`config.mk`:
```
export PLATFORM = sky130hd
export DESIGN_NAME = ir2_stage
export DESIGN_NICKNAME = d
export VERILOG_FILES = /design/src/rtl/ir2_stage.sv
export SDC_FILE = /design/constraint.sdc
export NUM_CORES = 1
export LEC_CHECK = 0
export BUFFER_PORTS_ARGS = -buffer_cell sky130_fd_sc_hd__buf_2
export CAP_MARGIN = 0
export CORE_MARGIN = 2
export CORE_UTILIZATION = 47
export DETAILED_ROUTE_END_ITERATION = 8
export GPL_TIMING_DRIVEN = 0
export HOLD_SLACK_MARGIN = 0.03
export PLACE_DENSITY = 0.77
export SYNTH_ARGS = -nofsm -noshare
export SYNTH_HDL_FRONTEND = slang
export SYNTH_SLANG_ARGS = --single-unit
export TNS_END_PERCENT = 5
```
`constraint.sdc`:
```
create_clock -name CLK -period 2.1 [get_ports CLK]
set_input_delay 0.105 -clock CLK [delete_from_list [all_inputs] [get_ports CLK]]
set_output_delay 0.105 -clock CLK [all_outputs]
set_load 0.01 [all_outputs]
```
`src/rtl/ir2_stage.sv`:
```
// Decode-stage instruction register (IR2) with an 8-bit-per-cycle multiplier operand sequencer.
// Optional: define IR2_MUL_EARLY_TERM_EN to end the multiply once the remaining operand bits are zero.
module ir2_stage #(
    parameter int unsigned MUL_STEPS = 4
) (
    input  logic                   CLK,
    input  logic                   RST,
    input  logic [31:0]            IR1_IN,
    input  logic                   IR1_VALID,
    output logic                   IR1_READY,
    input  logic                   STALL,
    input  logic                   FLUSH,
    input  logic                   MUL_START,
    input  logic [8*MUL_STEPS-1:0] RS_VAL,
    output logic [31:0]            IR2,
    output logic                   IR2_VALID,
    output logic [11:0]            IR2110,
    output logic [7:0]             IR270,
    output logic [23:0]            IR2230,
    output logic [7:0]             IR2_MUL70,
    output logic                   MUL_BUSY,
    output logic                   MUL_LAST
);

    localparam int unsigned RsW   = 8 * MUL_STEPS;
    localparam int unsigned StepW = (MUL_STEPS > 1) ? $clog2(MUL_STEPS) : 1;
    localparam logic [StepW-1:0] LastStep = StepW'(MUL_STEPS - 1);

    typedef enum logic [0:0] {StIdle, StMul} state_e;

    state_e           state_q;
    logic [31:0]      ir2_q;
    logic             ir2_valid_q;
    logic [RsW-1:0]   shreg_q;
    logic [StepW-1:0] step_q;
    logic             mul_busy;
    logic             last_cond;

    assign mul_busy = (state_q == StMul);

`ifdef IR2_MUL_EARLY_TERM_EN
    // Nothing left above the current chunk: this chunk is the final one.
    assign last_cond = (step_q == LastStep) || ((shreg_q >> 8) == '0);
`else
    assign last_cond = (step_q == LastStep);
`endif

    always_ff @(posedge CLK or posedge RST) begin
        if (RST) begin
            state_q     <= StIdle;
            ir2_q       <= '0;
            ir2_valid_q <= 1'b0;
            shreg_q     <= '0;
            step_q      <= '0;
        end else begin
            if (FLUSH) begin
                ir2_q       <= '0;
                ir2_valid_q <= 1'b0;
            end else if (!(STALL || mul_busy)) begin
                if (IR1_VALID) begin
                    ir2_q       <= IR1_IN;
                    ir2_valid_q <= 1'b1;
                end else begin
                    ir2_valid_q <= 1'b0;
                end
            end

            case (state_q)
                StIdle: begin
                    if (MUL_START && ir2_valid_q && !FLUSH) begin
                        state_q <= StMul;
                        shreg_q <= RS_VAL;
                        step_q  <= '0;
                    end
                end
                StMul: begin
                    if (FLUSH || last_cond) begin
                        state_q <= StIdle;
                        shreg_q <= '0;
                        step_q  <= '0;
                    end else begin
                        shreg_q <= shreg_q >> 8;
                        step_q  <= step_q + StepW'(1);
                    end
                end
                default: state_q <= StIdle;
            endcase
        end
    end

    assign IR1_READY = !STALL && !mul_busy;
    assign IR2       = ir2_q;
    assign IR2_VALID = ir2_valid_q;
    assign IR2110    = ir2_q[11:0];
    assign IR270     = ir2_q[7:0];
    assign IR2230    = ir2_q[23:0];
    assign MUL_BUSY  = mul_busy;
    assign MUL_LAST  = mul_busy && last_cond;
    assign IR2_MUL70 = mul_busy ? shreg_q[7:0] : 8'h00;

endmodule

```
==> run_results.csv <==
group,metric,value,unit
status,status,"complete, no violations",
grt,grt_max_degree,43,
synth,synth_edf_count,0,
synth,synth.area.top_cells,"dfrtp_1, buf_4, a22o_1",
worst_setup_path,path_max_fanout,10,
worst_setup_path,ff2ff_setup_slack,560,ps
worst_setup_path,crit_type,"flop to primary output",
clocking,root_buffer,"clkbuf_8",
clocking,htreeDepth,3,
floorplanning,die_area,7820,sq um
cells_and_area,drive_gt1_share,49.6,%
route,wl_per_cell,14.1,microns
timing,hold_ws,60.9,ps
synth,yosys.area.top_type,"dfrtp_1",
hold_path,worstHoldStart,"RS_VAL[9]",
grt,antenna_found_initial,0,
synth,yosys-top-cells-count,"dfrtp_1, buf_4, nand2_1",
pwr,clkPwrFrac,29.4,%
grt,met3_usage,3.08,%
pwr,vdd_drop_max,0.000382,V
clocking,clockBufferDepth,2,
synth,synth.top_cell.area_share,50.8,%
timing,maxSlewViolCount,0,
route,drc,0,
timing,fmax,612,MHz
clocking,path_clk_slew,70,ps
synth,synthesis.nets,359,
cells_and_area,fillers,523,
timing,rsz0062_at_grt,"false",
clocking,post_cts_buffers,0,
synth,yosysMostFrequentCell,"dfrtp_1",
pwr,pwr-share-comb,22.6,%
route,antenna_left,0,
synth,ys_seq_elements,68,
route,drtIter0Drc,96,
synth,ys.warnings.count,0,
synth,syn_avg_cell_area,11.6,sq um
pwr,power_density,744,nW/um^2
worst_setup_path,required,2000,ps
worst_setup_path,r2r_end,"shreg_q[10]",
timing,period_share,77.8,%
floorplanning,start_util,49.0,%
floorplanning,boundaryPins,158,
cells_and_area,post-route-util,71.4,%
route,drtPass1Iterations,4,
floorplanning,die_width,88.4,microns
timing,finalHoldViolCount,0,
grt,grt_use_total,22.1,%
worst_setup_path,reg2reg_depth,5,
clocking,cts_resized,0,
synth,ys_types,23,
synth,synthCells,288,
hold_path,whs_path_depth,3,
clocking,hold_buffers,41,
grt,grt_pass1_wl,13300,microns
route,vias,2852,
route,viasPerCell,4.77,
job,cap_viol_max_count,0,
synth,syn-cell-area,3350,sq um
timing,worst_pin_slew,590,ps
cells_and_area,area_delta_synth_final,45.6,%
timing,setup_viol,0,
route,finalWirelength,8400,microns
synth,synth_seq_area_share,50.8,%
hold_path,whs_endpoint,"shreg_q[9]",
pwr,p_switching,0.937,mW
placed_design,dp_hpwl,5910,microns
pwr,p_leak,2.61,nW
timing,post-route-min-period,1630,ps
placed_design,io_buffers,156,
pwr,p_sw_share,25.8,%
timing,maxSlewHeadroom,60.6,%
cells_and_area,antenna_cells,0,
grt,grt_pass1_vias,2812,
grt,grt_use_met2,37.0,%
cells_and_area,final_nets,568,
timing,fin_skew,7.84,ps
placed_design,place_congestion,0.793,
hold_path,holdCritPathClass,"input port to flop",
synth,synth-async-reset-ratio,100,%
clocking,cts_tree,"done",
worst_setup_path,worstSetupStartpointType,"flop",
clocking,cts_made_buffers,9,
grt,overflow,0,
worst_setup_path,end_kind,"primary output",
synth,synth_ff_type,"dfrtp_1",
grt,grtUsageMet1,29.0,%
clocking,clkLatencyLatePin,330,ps
floorplanning,dieHeight,88.4,microns
pwr,seq_power_share,47.9,%
pwr,p_int,2.69,mW
worst_setup_path,r2r-start,"step_q[0]",
clocking,clock-sinks,68,
worst_setup_path,cp.arrival,1530,ps
grt,grt_busiest_layer,"met2",
floorplanning,core_area,6830,sq um
floorplanning,rows,30,
[metrics by stage]
| stage | instances | setup WS (ps) | TNS (ps) | cell area, sq um | total power [mW] |
|---|---|---|---|---|---|
| after floorplan | 288 | 283 | 0 | 3350 | 2.26 |
| after global placement | 540 | -488 | -32980 | 4250 | 2.48 |
| after detailed placement | 541 | 573 | 0 | 4270 | 2.52 |
| after CTS | 598 | 450 | 0 | 4880 | 3.66 |
| after global routing | 598 | 335 | 0 | 4880 | 3.81 |
| final | 598 | 467 | 0 | 4880 | 3.63 |
[worst max-delay path, stage by stage, from the launching register on]
cell and delay [ps]:
dfrtp_1 380, buf_6 160, clkbuf_1 330, and2_1 200, buf_2 140
[registers in the layout, summed over array words and instances (netlist names)]
name	flops
IR2_VALID	1
IR2	32
MUL_BUSY	1
shreg_q	32
step_q	2
[layer usage]
metal,wire length [microns],part of all wire (%),up-vias
met5,0,0,-
met3,341,4.1,11
met1,3650,43,1367
met4,108,1.3,0
li1,-,-,1388
met2,4310,51,86
[layout by cell type (no fill, tap or decap)]
master,instances
nand2b_1,2
nor4b_4,1
a22o_1,32
clkbuf_1,11
nor2_1,2
o21bai_1,25
and3b_1,1
clkbuf_8,11
nand2_1,42
bufinv_16,1
inv_2,1
o21ai_0,1
o21ai_1,1
dlygate4sd3_1,41
a2bb2oi_1,6
and2_1,9
nand3b_4,1
a21oi_1,9
mux2i_1,1
dfrtp_1,68
buf_12,1
a2bb2oi_2,18
buf_6,4
nor3b_4,1
ha_1,1
buf_2,160
inv_1,1
buf_4,50
[power groups by stage]
stage               sequential [mW]  clock [mW]  combinational (mW)
floorplan                      1.73           0               0.533
global placement               1.75           0               0.735
detailed placement             1.76           0               0.761
CTS                            1.74        1.10               0.825
global route                   1.77        1.15               0.898
finish                         1.74        1.07               0.821
[cells by family after synthesis]
family                   synth area share (%)
AO/OA/AOI/OAI                            25.3
flip-flops                               50.8
buffers and inverters                    14.2
AND/OR/NAND/NOR                          9.11
multiplexers                            0.299
adder cells (fa/ha/maj)                 0.373
[worst max path at each step]
stage,from,slack (ps),endpoint,depth (start not counted)
after global routing,MUL_BUSY,330,IR2_MUL70[4],4
after CTS,MUL_BUSY,450,IR2_MUL70[2],4
after global placement,RST,-490,shreg_q[31],2
final,MUL_BUSY,470,MUL_LAST,4
after floorplan,RST,280,IR2[0],1
after detailed placement,step_q[0],570,shreg_q[4],5
[area by class of cell]
| type | instances | area [sq um] | area share (%) |
|---|---|---|---|
| Multi-Input combinational cell | 153 | 1170 | 24.1 |
| Clock inverter | 1 | 30.0 | 0.616 |
| Sequential cell | 68 | 1700 | 34.9 |
| Inverter | 2 | 7.51 | 0.154 |
| Timing Repair Buffer | 198 | 1210 | 24.8 |
| Buffer | 65 | 467 | 9.57 |
| Clock buffer | 15 | 166 | 3.41 |
| Tap cell | 96 | 120 | 2.46 |
Power figures use the tool's default switching activity.
